$ cat config.mk
export PLATFORM = sky130hd
export DESIGN_NAME = ws_array_sequencer
export DESIGN_NICKNAME = d
export VERILOG_FILES = /design/src/rtl/ws_array_sequencer.sv
export SDC_FILE = /design/constraint.sdc
export NUM_CORES = 1
export LEC_CHECK = 0
export BUFFER_PORTS_ARGS = -buffer_cell sky130_fd_sc_hd__buf_4
export CORE_AREA = 2 2 459 461
export CTS_CLUSTER_SIZE = 24
export DETAILED_ROUTE_END_ITERATION = 8
export DIE_AREA = 0 0 461 463
export GPL_TIMING_DRIVEN = 0
export PLACE_DENSITY = 0.31
export SLEW_MARGIN = 20
export SYNTH_ARGS = -nofsm -noshare
export SYNTH_HDL_FRONTEND = slang
export SYNTH_SLANG_ARGS = --single-unit
export TNS_END_PERCENT = 10
$ cat constraint.sdc
create_clock -name clk -period 2.38 [get_ports clk]
set_input_delay 0.357 -clock clk [delete_from_list [all_inputs] [get_ports clk]]
set_output_delay 0.357 -clock clk [all_outputs]
set_load 0.05 [all_outputs]
$ cat src/rtl/ws_array_sequencer.sv
// ws_array_sequencer
// Tile controller for the weight-stationary PE array. It loads one weight
// matrix and streams num_vec activation vectors through a per-lane skew,
// which gives a_vec the diagonal wavefront the array expects. It then drains
// the pipeline and pulses done.
// Build option: define ZERO_GATE_EN to drop pe_en for lanes whose current
// a_vec element is zero. The default build keeps every lane enabled while
// the tile runs.
module ws_array_sequencer #(
  parameter int unsigned SIZE    = 8,
  parameter int unsigned ROW     = 8,
  parameter int unsigned COL     = 8,
  parameter int unsigned CNT_W   = 8,
  parameter int unsigned OUT_LAT = 16
) (
  input  logic                    clk,
  input  logic                    reset,
  input  logic                    start,
  input  logic [CNT_W-1:0]        num_vec,
  input  logic [ROW*COL*SIZE-1:0] w_data,
  input  logic                    w_valid,
  output logic                    w_ready,
  input  logic [ROW*SIZE-1:0]     act_data,
  input  logic                    act_valid,
  output logic                    act_ready,
  output logic [ROW*SIZE-1:0]     a_vec,
  output logic [ROW*COL*SIZE-1:0] b_vec,
  output logic [ROW-1:0]          pe_en,
  output logic                    out_valid,
  output logic                    busy,
  output logic                    done
);

  typedef enum logic [2:0] {
    S_IDLE,
    S_WLOAD,
    S_STREAM,
    S_DRAIN,
    S_DONE
  } state_t;

  // Last value of the reused counter in DRAIN; DRAIN lasts ROW-1+OUT_LAT cycles.
  localparam logic [CNT_W-1:0] DRAIN_LAST = CNT_W'(ROW + OUT_LAT - 2);

  state_t           state, state_nxt;
  logic [CNT_W-1:0] cnt, cnt_nxt;
  logic [CNT_W-1:0] cnt_inc;
  logic [CNT_W-1:0] num_lat, num_lat_nxt;
  logic             accept;
  logic             run;
  logic [OUT_LAT:0] strobe_sr;

  assign cnt_inc = cnt + 1'b1;
  assign run     = (state == S_STREAM) || (state == S_DRAIN);
  assign busy    = (state != S_IDLE);
  assign done    = (state == S_DONE);

  // State, vector/drain counter and latched vector count.
  always_ff @(posedge clk) begin
    if (!reset) begin
      state   <= S_IDLE;
      cnt     <= '0;
      num_lat <= '0;
    end else begin
      state   <= state_nxt;
      cnt     <= cnt_nxt;
      num_lat <= num_lat_nxt;
    end
  end

  // Next-state, counter update and handshake outputs.
  always_comb begin
    state_nxt   = state;
    cnt_nxt     = cnt;
    num_lat_nxt = num_lat;
    w_ready     = 1'b0;
    act_ready   = 1'b0;
    accept      = 1'b0;
    case (state)
      S_IDLE: begin
        if (start) begin
          num_lat_nxt = num_vec;
          cnt_nxt     = '0;
          state_nxt   = (num_vec == '0) ? S_DONE : S_WLOAD;
        end
      end
      S_WLOAD: begin
        w_ready = 1'b1;
        if (w_valid) begin
          state_nxt = S_STREAM;
        end
      end
      S_STREAM: begin
        act_ready = 1'b1;
        if (act_valid) begin
          accept = 1'b1;
          if (cnt_inc == num_lat) begin
            cnt_nxt   = '0;
            state_nxt = S_DRAIN;
          end else begin
            cnt_nxt = cnt_inc;
          end
        end
      end
      S_DRAIN: begin
        if (cnt == DRAIN_LAST) begin
          cnt_nxt   = '0;
          state_nxt = S_DONE;
        end else begin
          cnt_nxt = cnt_inc;
        end
      end
      S_DONE: begin
        state_nxt = S_IDLE;
      end
      default: begin
        state_nxt = S_IDLE;
      end
    endcase
  end

  // Weight register; it changes only on a WLOAD handshake.
  always_ff @(posedge clk) begin
    if (!reset) begin
      b_vec <= '0;
    end else if ((state == S_WLOAD) && w_valid) begin
      b_vec <= w_data;
    end
  end

  // Issue strobe delay line; its top bit marks the matching array result.
  always_ff @(posedge clk) begin
    if (!reset) begin
      strobe_sr <= '0;
    end else begin
      strobe_sr <= (strobe_sr << 1) | (OUT_LAT + 1)'(accept);
    end
  end

  assign out_valid = strobe_sr[OUT_LAT];

  for (genvar i = 0; i < ROW; i++) begin : g_lane
    localparam int unsigned STAGES = i + 1;

    logic [SIZE-1:0]        lane_in;
    logic [STAGES*SIZE-1:0] chain;

    // Bubbles and drain cycles feed zeros into the skew.
    assign lane_in = accept ? act_data[SIZE*(ROW-i)-1 -: SIZE] : '0;

    // Skew chain of i+1 stages; it shifts while the tile runs and is zero otherwise.
    always_ff @(posedge clk) begin
      if (!reset || !run) begin
        chain <= '0;
      end else begin
        chain <= (chain << SIZE) | (STAGES*SIZE)'(lane_in);
      end
    end

    assign a_vec[SIZE*(ROW-i)-1 -: SIZE] = chain[STAGES*SIZE-1 -: SIZE];

`ifdef ZERO_GATE_EN
    logic [STAGES-1:0] gate;

    // Nonzero flags ride beside the data so pe_en lines up with a_vec.
    always_ff @(posedge clk) begin
      if (!reset || !run) begin
        gate <= '0;
      end else begin
        gate <= (gate << 1) | STAGES'(lane_in != '0);
      end
    end

    assign pe_en[i] = gate[STAGES-1] & run;
`else
    assign pe_en[i] = run;
`endif
  end

endmodule

==> metrics.yaml <==
status: "finished, final reports clean"
synthToLayoutAreaGrowth_pct: 77.11
min_period_over_period: 0.9803
cts.path.max_buffers: 3
fin_skew_ns: 0.01961
rsz0062_at_grt: "true"
grt_pass1_vias: 29470
synth_ff_type: "dfxtp_1"
synth.most_common_cell: "nand2_1"
port-buffer-count: 1176
clk_pin_slew_worst_paths_ns: 0.05
vias: 28280
required_ns: 2.02
ys_seq_elements: 836
crit_fanout: 10
slew_violations: 0
grt_pass1_wl_um: 235700
drt_pass1_iterations: 5
wl_per_cell_um: 21.88
synthCells: 3106
synth_largest_area_cell: "dfxtp_1"
num_rows: 168
synth.area.top_cells: "dfxtp_1 59%, nand2_1 14%, a21boi_0 7.9%"
io_pins: 1178
synth_top_area_frac: 0.5855
cp-end-kind: "output pin"
fp.coreArea_sq_mm: 0.2085
dieArea_sq_mm: 0.2134
ir_worst_vdd_v: 0.0006050
relSlewSlack: 0.3149
fin_crit_ns: 2.333
htreeDepth: 3
hold_start: "w_data[503]"
syn_avg_cell_area_sq_um: 9.202
timing.rr.start: "state[1]"
max_freq_mhz: 428.6
ys_seq_area_frac: 0.5855
worstPathCellList: "buf_6 -> nor2b_1 -> clkbuf_8 -> clkbuf_16 -> buf_4 -> buf_8"
power.total_w: 0.03863
drv_cap: 0
nFillCells: 23160
synth.distinct_cells: 44
slowest_delay_ns: 0.34
hpwlAfterDp_um: 140300
cts.sinks: 836
drt-initial-drc-count: 1132
powerDensity_mw_per_mm2: 763.2
synth_edf_count: 0
via_per_inst: 3.586
die_h_um: 463
p_leak_nw: 21.75
worstSetupPathType: "register to output pin"
place_ws_ns: -0.8712
clockRootBuffer: "clkbuf_16"
ant_nets: 0
drive_gt1_frac: 0.3001
synth_async_sr_flop_share: 0
max_slew.worst_pin.slew_ns: 1.028
drc: 0
hold_violations: 0
ys_warn_count: 0
fin_hold_ws_ns: 0.04670
start_util: 0.1371
die_w_um: 461
cts_tree: "built"
gp_congestion: 0.8739
cp-start-kind: "register"
fin_ws_ns: 0.04685
critPathLaunch: "state[1]"
synth_common_cells: "1057 x nand2_1, 836 x dfxtp_1, 302 x a21boi_0"
clk_latency_ns: 0.76
nets: 5563
setup_viol: 0
grt_max_degree: 17
wl_um: 172500
grt-ovfl-total: 0
syn_area_sq_mm: 0.02858
cpLargestDelayFamily: "buffers and inverters"
cp_slowest_cell: "dfxtp_2"
gr-usage-all-layers: 0.1567
antenna_found_initial: 56
syn_nets: 3697
min_path_type: "primary input to register"
cts_made_buffers: 110
arrival_ns: 1.98
critPathBufInv: 5
[power breakdown]
group	internal (W)	leakage, nW	switching (W)
clock	0.00980	1.78	0.00703
sequential	0.0145	6.77	0.000351
combinational	0.00256	13.2	0.00434
total	0.0269	21.8	0.0117
[what timing repair did]
| item | 4_1_cts | 5_1_grt |
|---|---|---|
| hold buffers | 575 | 0 |
| resized for setup | 60 | 52 |
| hold endpoints to repair | 575 | 0 |
| endpoints found under the setup margin | 620 | 264 |
| setup buffers | 3 | 0 |
[metrics by stage]
stage / setup TNS (ns) / instances / util / area [sq um]
finish: 0 / 7885 / 0.2428 / 50620
global route: -3.337 / 7877 / 0.2427 / 50600
CTS: -0.4681 / 7866 / 0.2422 / 50500
detailed placement: -286.74 / 7087 / 0.1963 / 40930
global placement: -619.92 / 7087 / 0.1962 / 40920
floorplan: 0 / 3106 / - / 28580
[area by class of cell]
| class | instances | area (sq um) | area share |
|---|---|---|---|
| clock inverters | 37 | 421.7 | 0.008329 |
| well taps | 2805 | 3510 | 0.06933 |
| multi-input cells | 1964 | 10400 | 0.2054 |
| inverters | 5 | 21.27 | 0.0004202 |
| diodes | 19 | 47.55 | 0.0009392 |
| repair buffers | 1754 | 14680 | 0.2899 |
| clock buffers | 164 | 3186 | 0.06293 |
| plain buffers | 301 | 1623 | 0.03206 |
| flip-flops and latches | 836 | 16740 | 0.3307 |
[worst paths after layout]
kind / endpoint / slack, ns / cells past startpoint
max: pe_en[5] / 0.05 / 6
min: b_vec[503] / 0.05 / 3
max reg2reg: b_vec[404] / 0.11 / 8
min reg2reg: strobe_sr[13] / 0.43 / 1
[sequential cells by signal (all words and copies together), names as in the netlist]
signal        count
state             3
num_lat           8
g_lane.chain    288
b_vec           512
cnt               8
strobe_sr        17
[worst reg2reg max path: cells and delay by family, from the launching register on]
family	cells	cell delay (ns)
AOI/OAI and AO/OA	1	0.19
DFF	1	0.34
buffers and inverters	3	1.07
and+or+nand+nor	4	0.60
[cell families (layout without fill, tap and decap cells)]
family,Yosys count,after routing,synth area share
and+or+nand+nor,1402,1402,0.2139
xor gates and xnor gates,13,13,0.004728
muxes,1,1,0.0003939
adders and majority gates,2,2,0.0008754
DFF,836,836,0.5855
other,0,19,0
AOI/OAI and AO/OA,546,546,0.1430
buffers and inverters,306,2261,0.05157
[layer usage]
layer  up-vias  share of wire  wire [um]  global-route usage
met4         8          0.022       3825             0.04049
met1     13300           0.41      69900              0.1813
met2       939           0.50      85670              0.2791
li1      13810              -          -                   -
met5         -        0.00024         42                   0
met3       214          0.076      13090             0.04578
[cell usage in the layout (no fill, tap or decap), types with 3 or more instances in the layout]
master / Yosys / layout
buf_4: 64 / 1238
nand2_1: 1057 / 1054
dfxtp_1: 836 / 834
dlygate4sd3_1: 0 / 575
a21boi_0: 302 / 302
and3_1: 226 / 226
a21boi_1: 219 / 219
clkbuf_1: 163 / 166
clkbuf_16: 0 / 111
and2_1: 85 / 85
buf_2: 62 / 36
clkbuf_8: 0 / 24
clkbuf_2: 0 / 24
clkinv_2: 0 / 22
diode_2: 0 / 19
clkbuf_4: 0 / 18
buf_8: 0 / 11
buf_1: 11 / 10
nor2_1: 10 / 9
buf_6: 1 / 6
xor2_1: 6 / 6
nand3_1: 6 / 6
xnor2_1: 5 / 5
bufinv_16: 0 / 5
inv_1: 5 / 4
o21ai_0: 4 / 4
o211ai_1: 4 / 4
inv_16: 0 / 4
nor2b_1: 3 / 3
a21oi_1: 3 / 3
o221ai_1: 3 / 3
Note: power is estimated with default switching activity, not from simulation.
